<file path="src/rtl/ex_wb_stage_pkg.sv">
// Shared definitions for the EX/WB stage: ALU select codes, write-back FSM
// encoding and the default high-word destination register.
package ex_wb_stage_pkg;

  typedef enum logic [2:0] {
    ALU_OP_ADD = 3'd0,
    ALU_OP_SUB = 3'd1,
    ALU_OP_AND = 3'd2,
    ALU_OP_OR  = 3'd3,
    ALU_OP_MUL = 3'd4,
    ALU_OP_DIV = 3'd5,
    ALU_OP_XOR = 3'd6,
    ALU_OP_SHL = 3'd7
  } alu_op_t;

  typedef logic [1:0] wb_state_t;

  localparam wb_state_t ST_IDLE = 2'd0;
  localparam wb_state_t ST_LO   = 2'd1;
  localparam wb_state_t ST_HI   = 2'd2;

  localparam int HI_REG_DEFAULT = 15;

  // Only MUL and DIV produce a meaningful high word that needs its own beat.
  function automatic logic is_wide_op(input logic [2:0] op);
    return (op == ALU_OP_MUL) || (op == ALU_OP_DIV);
  endfunction

endpackage

</file>
<file path="src/rtl/ex_wb_hold_reg.sv">
// Capture register for one ALU result: loads on enable, cleared asynchronously.
module ex_wb_hold_reg #(
  parameter int W = 8
) (
  input  logic         clk,
  input  logic         rst,
  input  logic         en,
  input  logic [W-1:0] d,
  output logic [W-1:0] q
);

  // Result capture with asynchronous clear
  always_ff @(posedge clk or posedge rst) begin
    if (rst) begin
      q <= {W{1'b0}};
    end else if (en) begin
      q <= d;
    end
  end

endmodule

</file>
<file path="src/rtl/ex_wb_stage.sv">
// EX->WB stage: turns one ALU result into one (narrow) or two (wide) register
// write beats. Define EX_WB_FWD_EN to add the fwd_* forwarding outputs.
module ex_wb_stage
  import ex_wb_stage_pkg::*;
#(
  parameter int DATA_W = 16,
  parameter int ADDR_W = 4,
  parameter int HI_REG = HI_REG_DEFAULT
) (
  input  logic              clk,
  input  logic              rst,
  input  logic              in_valid,
  output logic              in_ready,
  input  logic [2:0]        in_op,
  input  logic [ADDR_W-1:0] in_dest,
  input  logic [DATA_W-1:0] in_yhigh,
  input  logic [DATA_W-1:0] in_ylow,
  input  logic              in_n,
  input  logic              in_z,
  output logic              wb_valid,
  input  logic              wb_ready,
  output logic [ADDR_W-1:0] wb_addr,
  output logic [DATA_W-1:0] wb_data,
  output logic              flag_n,
  output logic              flag_z,
  output logic              busy
`ifdef EX_WB_FWD_EN
  ,
  output logic              fwd_valid,
  output logic [ADDR_W-1:0] fwd_addr,
  output logic [DATA_W-1:0] fwd_data
`endif
);

  localparam int HW = 5 + ADDR_W + 2 * DATA_W;
  localparam logic [ADDR_W-1:0] HI_ADDR = ADDR_W'(HI_REG);

  wb_state_t         state_r;
  wb_state_t         state_nxt_s;
  logic [HW-1:0]     hold_d_s;
  logic [HW-1:0]     hold_q_s;
  logic [2:0]        held_op_s;
  logic              held_n_s;
  logic              held_z_s;
  logic [ADDR_W-1:0] held_dest_s;
  logic [DATA_W-1:0] held_yhigh_s;
  logic [DATA_W-1:0] held_ylow_s;
  logic              held_wide_s;
  logic              in_ready_s;
  logic              accept_s;
  logic              lo_done_s;
  logic              pending_r;
  logic              flag_n_r;
  logic              flag_z_r;
  logic [ADDR_W-1:0] wb_addr_r;
  logic [DATA_W-1:0] wb_data_r;

  assign hold_d_s = {in_op, in_n, in_z, in_dest, in_yhigh, in_ylow};
  assign {held_op_s, held_n_s, held_z_s, held_dest_s, held_yhigh_s, held_ylow_s} = hold_q_s;
  assign held_wide_s = is_wide_op(held_op_s);
  assign accept_s    = in_valid & in_ready_s;
  assign lo_done_s   = (state_r == ST_LO) & wb_ready;

  ex_wb_hold_reg #(
    .W (HW)
  ) u_hold (
    .clk (clk),
    .rst (rst),
    .en  (accept_s),
    .d   (hold_d_s),
    .q   (hold_q_s)
  );

  // Next state and acceptance; a new result may enter on the final beat of the current one
  always_comb begin
    in_ready_s  = 1'b0;
    state_nxt_s = state_r;
    case (state_r)
      ST_IDLE: begin
        in_ready_s = 1'b1;
        if (in_valid) begin
          state_nxt_s = ST_LO;
        end else begin
          state_nxt_s = ST_IDLE;
        end
      end
      ST_LO: begin
        if (!wb_ready) begin
          state_nxt_s = ST_LO;
        end else if (held_wide_s) begin
          state_nxt_s = ST_HI;
        end else begin
          in_ready_s  = 1'b1;
          state_nxt_s = in_valid ? ST_LO : ST_IDLE;
        end
      end
      ST_HI: begin
        in_ready_s = wb_ready;
        if (wb_ready) begin
          state_nxt_s = in_valid ? ST_LO : ST_IDLE;
        end else begin
          state_nxt_s = ST_HI;
        end
      end
      default: begin
        in_ready_s  = 1'b0;
        state_nxt_s = ST_IDLE;
      end
    endcase
  end

  // State, flags and registered write-back beat
  always_ff @(posedge clk or posedge rst) begin
    if (rst) begin
      state_r   <= ST_IDLE;
      pending_r <= 1'b0;
      flag_n_r  <= 1'b0;
      flag_z_r  <= 1'b0;
      wb_addr_r <= {ADDR_W{1'b0}};
      wb_data_r <= {DATA_W{1'b0}};
    end else begin
      state_r   <= state_nxt_s;
      pending_r <= (state_nxt_s != ST_IDLE);
      if (lo_done_s) begin
        flag_n_r <= held_n_s;
        flag_z_r <= held_z_s;
      end
      // The HI beat targets HI_REG even when dest aliases it, so it lands last
      if (accept_s) begin
        wb_addr_r <= in_dest;
        wb_data_r <= in_ylow;
      end else if (lo_done_s && held_wide_s) begin
        wb_addr_r <= HI_ADDR;
        wb_data_r <= held_yhigh_s;
      end
    end
  end

  assign in_ready = in_ready_s;
  assign wb_valid = pending_r;
  assign busy     = pending_r;
  assign wb_addr  = wb_addr_r;
  assign wb_data  = wb_data_r;
  assign flag_n   = flag_n_r;
  assign flag_z   = flag_z_r;

`ifdef EX_WB_FWD_EN
  assign fwd_valid = pending_r;
  assign fwd_addr  = wb_addr_r;
  assign fwd_data  = wb_data_r;
`endif

endmodule

</file>
<file path="config.mk">
export PLATFORM = sky130hd
export DESIGN_NAME = ex_wb_stage
export DESIGN_NICKNAME = d
export VERILOG_FILES = /design/src/rtl/ex_wb_stage_pkg.sv /design/src/rtl/ex_wb_hold_reg.sv /design/src/rtl/ex_wb_stage.sv
export SDC_FILE = /design/constraint.sdc
export NUM_CORES = 1
export LEC_CHECK = 0
export ABC_AREA = 1
export CORE_ASPECT_RATIO = 1.25
export CORE_MARGIN = 3
export CORE_UTILIZATION = 48
export CTS_BUF_LIST = sky130_fd_sc_hd__clkbuf_4 sky130_fd_sc_hd__clkbuf_8 sky130_fd_sc_hd__clkbuf_16
export DETAILED_ROUTE_END_ITERATION = 10
export PLACE_DENSITY = 0.82
export SYNTH_ARGS = -nofsm -noshare
export SYNTH_HDL_FRONTEND = slang
export SYNTH_SLANG_ARGS = --single-unit
export TNS_END_PERCENT = 100
</file>
<file path="constraint.sdc">
create_clock -name clk -period 2.7 [get_ports clk]
set_input_delay 0.54 -clock clk [delete_from_list [all_inputs] [get_ports clk]]
set_output_delay 0.54 -clock clk [all_outputs]
set_load 0.01 [all_outputs]
</file>
Word level (Yosys, flattened, before mapping)

Cells that the tools add are included.

Bitwise gates (word level): 2
Eq/ne operators: 4
Muxes and demuxes: 12
Reduce and logical (&&, ||, !) cells: 5

Operator list:

| operator                                                        | count |
|---|---|
| 16-bit two-way mux                                              | 2 |
| 4-bit two-way mux                                               | 2 |
| 3-bit == test, second input constant                            | 2 |
| 2-bit two-way mux                                               | 3 |
| 2-bit one-hot mux with 3 select lines                           | 1 |
| 2-bit nonzero test                                              | 2 |
| 1-bit two-way mux                                               | 3 |
| 1-bit one-hot mux with 3 select lines                           | 1 |
| 1-bit AND                                                       | 2 |
| 2-bit by 1-bit == test with 1-bit output, second input constant | 1 |
| 2-bit == test, second input constant                            | 1 |
| 2-bit logical NOT                                               | 1 |
| 1-bit logical AND                                               | 1 |
| 1-bit logical OR                                                | 1 |

Output and inout bits: 25
Logic and storage cells: 30
Bits of input ports: 45
Bits in registers: 66

Logic depth before layout (Yosys ltp)

Gate-level depths: netlist of run 1.

Depth after elaboration: 7
Gate-level depth with buffers: 10
Gate-level depth less buffers: 9

Modules after synthesis

A second synthesis of run 1 with hierarchy kept.

Cells, all modules: 371
Area total of the unflattened synthesis: 3115.5 µm²

Modules (own cells, without submodules):

| module         | seq. area each (µm²) | instances | cells an instance | area an instance (µm²) |
|---|---|---|---|---|
| ex_wb_hold_reg | 1026.0               | 1         | 175               | 1621.6 |
| ex_wb_stage    | 625.6                | 1         | 196               | 1493.9 |

Worst setup path before layout of run 1

OpenSTA, ideal clock, no wires.

Path kind: in2out
From: input wb_ready
To: output in_ready
Setup slack: 1145 ps
Required time: 2160 ps
Buffers on the path: 1
Arrival: 1015 ps
Stages: 5
Cells stage by stage: inv_2 -> nand2_1 -> nand2_2 -> nand2_4 -> buf_2

Cells in the longest elaborated chain, start to end: 2

Ends and longest elaborated chain:

| item                                      | line              | source |
|---|---|---|
| start, declared                           | ex_wb_stage.sv:21 | `input logic wb_ready,` |
| 1-bit two-way mux                         | ex_wb_stage.sv:88 | `if (!wb_ready) begin` |
| 1-bit one-hot mux with 3 select lines (*) | ex_wb_stage.sv:78 | `case (state_r)` |
| end, declared                             | ex_wb_stage.sv:13 | `output logic in_ready,` |

Every way passes the cells marked *; elsewhere a longest branch is shown, timed or not.

Worst setup path after layout of run 1

Ends and elaborated chain as after synthesis.

==> flow_summary.yaml, run 1 <==
cells_and_area:
  layout.cells.non_filler: 358
  nets: 349
  layout-drive-gt1-share: 0.0987
  nFillCells: 316
  syn2layout_area_growth_pct: 40.1
  finish.utilization: 0.720
  antennaDiodeCount: 0
synthesis:
  syn_nets: 283
  synthCells: 238
  synthesis.area_um2: 2010
  ys_seq_area_frac: 0.561
  ys_ff_latch: 45
  syn_area_per_cell_um2: 8.44
  yosys_warnings: 0
  synthDistinctLibCells: 16
power_and_ir_drop:
  pwr_density_cell_nw_per_um2: 972
  finalPower_w: 0.00274
  irDropWorstVdd_v: 0.000528
  p_comb_frac: 0.428
  swShare: 0.347
  power_frac_seq: 0.398
  p_leak_nw: 1.41
  internal_power_w: 0.00179
  p_clk_frac: 0.174
  p_switching_w: 0.000949
hold_path:
  hp-class: "reg2reg"
detailed_routing:
  wl_um: 4470
  drt-pass1-iter-count: 4
  viasPerCell: 4.86
  ant_nets: 0
  detail_route.iter0.violations: 61
  drcViolationCount: 0
  via_count: 1741
  wl_per_cell_um: 12.5
clocking:
  cts_setup_buffers: 0
  cts_resized: 0
  clockBufferDepth: 2
  htree_levels: 2
  cts.sinks: 45
  numCtsBuffers: 5
  clk_latency_ns: 0.29
  cts_tree: "yes"
  ctsHoldBuffers: 0
  clk_pin_slew_worst_paths_ns: 0.08
  cts-root-buf: "clkbuf_8"
global_routing:
  grt_util_all_layers: 0.190
  grt_pass1_vias: 1706
  grt_antenna_before_repair: 0
  grt_first_pass_wirelength_um: 7450
  grt_overflow: 0
  grt_max_degree: 40
placed_design:
  gp_congestion: 0.806
  dp_cells: 351
  dp_hpwl_um: 3230
  port_buffers: 68
die:
  ios: 70
  dieHeight_um: 78.3
  die_x_um: 63.9
  start_util: 0.514
  rows: 25
  core_um2: 3910
  die-area_um2: 5000
run:
  cap_violations: 0
sta:
  period_needed_ns: 2.45
  fin_crit_sh: 0.906
  tightest_slew_ns: 0.776
  tns_ns: 0
  fmax_mhz: 409
  rsz0062_at_grt: "no"
  max_slew_margin: 0.482
  worst_hold_slack_ns: 0.471
  slew_violations: 0
  setup_viol: 0
  skew_ns: 0.00473
  hold_violations: 0
critical_path:
  arrival_ns: 1.91
  cp-start-kind: "input pin"
  path_max_fanout: 4
  end_kind: "output pin"
  crit_required_ns: 2.16
  crit_type: "in2out"
status:
  status: "complete, no violations"
[critical path, stage by stage]
cell and delay (ns):
clkdlybuf4s50_1 0.48, inv_2 0.06, nor2_1 0.10, nand2_1 0.10, nand2_4 0.06, clkdlybuf4s50_1 0.56
[final timing paths]
| path | start | to | slack [ns] | cells after the start |
|---|---|---|---|---|
| setup / recovery | wb_ready | in_ready | 0.25 | 6 |
| hold / removal | u_hold.q[30] | u_hold.q[30] | 0.47 | 2 |
| setup reg to reg | state_r[1] | wb_data[13] | 0.83 | 10 |
| hold reg to reg | u_hold.q[30] | u_hold.q[30] | 0.47 | 2 |
| max in group asynchronous | rst | wb_data[11] | 1.38 | 3 |
| min in group asynchronous | rst | u_hold.q[37] | 0.72 | 2 |
[Yosys cell counts]
master	instances	share of area
nor2_1	17	0.032
buf_4	3	0.011
buf_6	2	0.011
a21oi_1	4	0.010
dfrtp_1	45	0.56
buf_1	2	0.0037
nand2_1	78	0.15
nand3_1	50	0.12
nand2_2	13	0.040
or2_1	1	0.0031
buf_2	7	0.017
o21ai_0	4	0.010
inv_2	1	0.0019
clkbuf_1	1	0.0019
nand2_4	2	0.011
inv_1	8	0.015
[final cells by class]
class	instances	area, um2	area share
flip-flops and latches	45	1130	0.400
multi-input cells	169	757	0.269
repair buffers	74	726	0.258
clock buffers	5	68.8	0.0245
well taps	54	67.6	0.0240
clock inverters	2	35.0	0.0124
inverters	9	33.8	0.0120
[state kept, by name, summed over array words and instances, names as in the netlist]
signal    cells
u_hold.q     20
wb_data      16
wb_addr       4
state_r       2
busy          1
flag_n        1
flag_z        1
[power groups by stage]
stage	combinational, W	clock, W	sequential, W
after global routing	0.00129	0.000516	0.00112
final	0.00117	0.000477	0.00109
after floorplan	0.000599	0	0.00116
after CTS	0.00119	0.000488	0.00109
after global placement	0.00115	0	0.00109
after detailed placement	0.00118	0	0.00110
[layer usage]
layer  track usage  part of all wire
met4        0.0713            0.0069
met5             0                 0
met3        0.0415             0.038
met1         0.204              0.41
met2         0.355              0.54
[through the flow]
step	worst slack [ns]	area, um2
floorplan	1.10	2010
global placement	0.212	2710
detailed placement	0.157	2710
CTS	0.224	2810
global route	0.186	2810
finish	0.255	2810
[placed cells by master, fill, tap and decap left out]
cell	instances
nand2_2	13
nor2_1	17
nand3_1	50
dfrtp_1	45
clkinv_2	1
buf_4	6
or2_1	1
a21oi_1	4
inv_2	2
nand2_1	78
o21ai_0	4
clkdlybuf4s50_1	68
inv_1	7
clkbuf_8	5
nand2_4	2
bufinv_16	1
[cell families after synthesis]
| kind of cell | count (synthesis) | share of synthesized area |
|---|---|---|
| AO/OA/AOI/OAI | 8 | 0.0199 |
| buffers and inverters | 24 | 0.0623 |
| flip-flops | 45 | 0.561 |
| AND/OR/NAND/NOR | 161 | 0.357 |
Note: power is estimated with default switching activity, not from simulation.
==> inputs of run 2 (changes only) <==
Settings changed: CORE_UTILIZATION 48 to 34, DONT_BUFFER_PORTS set to 1, PLACE_DENSITY 0.82 to 0.46, SYNTH_HIERARCHICAL set to 1.
==> flow_summary.yaml, run 2 <==
status:
  status: "complete, no violations"
critical_path:
  worstSetupStartpoint: "u_hold/q[40]"
  crit_type: "reg2out"
  timing.rr.end: "u_hold/q[26]"
  crit_required_ns: 2.16
  r2r_cells: 8
  cp-endpoint: "in_ready"
  cp-start-kind: "flop"
  arrival_ns: 1.26
  rrSetupSlack_ns: 0.92
  end_kind: "output pin"
  path_max_fanout: 21
  r2r_start: "u_hold/q[40]"
global_routing:
  grt_first_pass_wirelength_um: 8100
  grt_antenna_before_repair: 0
  grt_overflow: 0
  grt_pass1_vias: 1597
  grt_max_degree: 26
  grt_util_all_layers: 0.132
cells_and_area:
  final_common_cell: "nand2_1"
  layout-drive-gt1-share: 0.148
  syn2layout_area_growth_pct: 1.61
  regArea_um2: 1130
  multi_input_area_um2: 908
  largest-register: "u_hold/q"
  nets: 321
  nFillCells: 751
  largest_register_ffs: 20
  antennaDiodeCount: 0
  final_cell_mix: "140 x nand2_1, 45 x dfrtp_1, 25 x inv_1, 24 x nand3_1, 20 x nand3_2"
clocking:
  clockBufferDepth: 2
  cts_tree: "yes"
  cts-root-buf: "clkbuf_8"
  numCtsBuffers: 5
  htree_levels: 2
  cts.sinks: 45
  cts_resized: 0
  ctsHoldBuffers: 0
  clk_latency_ns: 0.29
  cts_setup_buffers: 0
  clk_pin_slew_worst_paths_ns: 0.09
sta:
  fmax_mhz: 554
  period_needed_ns: 1.80
  setup_slack_ns: 0.896
  max_slew_margin: 0.488
  slew_violations: 0
  hold_violations: 0
  setup_viol: 0
  fin_crit_sh: 0.668
  tightest_slew_ns: 0.768
  tns_ns: 0
  skew_ns: 0.00500
  rsz0062_at_grt: "no"
power_and_ir_drop:
  pwr_density_cell_nw_per_um2: 1080
  irDropWorstVdd_v: 0.000272
  p_leak_nw: 1.32
placed_design:
  post-place-ws_ns: 0.791
  gp_congestion: 0.789
  dp_hpwl_um: 3620
  port_buffers: 0
synthesis:
  synthesis.area_um2: 2330
  syn_area_per_cell_um2: 8.12
  syn_nets: 332
  synthCells: 287
  yosys_warnings: 6
detailed_routing:
  viasPerCell: 4.48
  drcViolationCount: 0
  drt-pass1-iter-count: 4
  wl_per_cell_um: 14.0
  ant_nets: 0
  via_count: 1632
  detail_route.iter0.violations: 105
  wl_um: 5080
die:
  ios: 70
  rows: 33
  die-area_um2: 7890
  core_um2: 6610
  die_x_um: 80.1
  start_util: 0.353
  dieHeight_um: 98.6
run:
  cap_violations: 0
hold_path:
  hp-class: "in2async"
run 2: cell count changes in the layout (fill, tap and decap cells not counted), sizes merged, moves of 2 or more:
cell | previous run | this run
a21oi | 4 | 0
buf | 6 | 3
clkdlybuf4s50 | 68 | 0
inv | 9 | 29
mux2 | 0 | 2
nand2 | 93 | 143
nand3 | 50 | 44
nor2 | 17 | 2
o21ai | 4 | 0
run 2: area by class of cell:
| cell class | instances | area share |
|---|---|---|
| sequential | 45 | 0.475 |
| tap | 87 | 0.0460 |
| clock buffer | 6 | 0.0322 |
| clock inverter | 2 | 0.00423 |
| inverter | 29 | 0.0491 |
| multi-input combinational | 192 | 0.384 |
| timing repair buffer | 3 | 0.00951 |
run 2: layer usage:
metal | GRT usage | wire (um) | vias to the layer above
li1 | - | - | 840
met1 | 0.188 | 2490 | 745
met2 | 0.193 | 2280 | 45
met3 | 0.0393 | 268 | 2
met4 | 0.0390 | 33 | 0
met5 | 0 | 0 | -
run 2: critical path: stages, from the launching register on:
cell     delay (ns)
dfrtp_1        0.39
nand2_1        0.17
nand2_1        0.09
nand2_2        0.07
buf_4          0.26
run 2: worst min path at each step:
| stage | startpoint | endpoint | slack [ns] |
|---|---|---|---|
| floorplan | u_hold/q[36] | u_hold/q[36] | 0.44 |
| global placement | u_hold/q[39] | u_hold/q[39] | 0.45 |
| detailed placement | u_hold/q[36] | u_hold/q[36] | 0.46 |
| CTS | rst | wb_data[15] | 0.18 |
| global route | rst | wb_data[15] | 0.19 |
| finish | rst | flag_z | 0.18 |
run 2: through the flow:
| stage | utilization | power, W | cell area, um2 | cells | hold slack (ns) |
|---|---|---|---|---|---|
| 2_1_floorplan | - | 0.00209 | 2330 | 287 | 0.438 |
| 3_3_place_gp | 0.345 | 0.00217 | 2280 | 356 | 0.454 |
| 3_5_place_dp | 0.345 | 0.00219 | 2280 | 356 | 0.458 |
| 4_1_cts | 0.359 | 0.00262 | 2370 | 364 | 0.182 |
| 5_1_grt | 0.359 | 0.00279 | 2370 | 364 | 0.194 |
| 6_report | 0.359 | 0.00257 | 2370 | 364 | 0.179 |
run 2: power by group:
| group | switching, W | internal [W] |
|---|---|---|
| Combinational | 0.000520 | 0.000293 |
| Sequential | 0.000332 | 0.00101 |
| Clock | 0.000226 | 0.000190 |
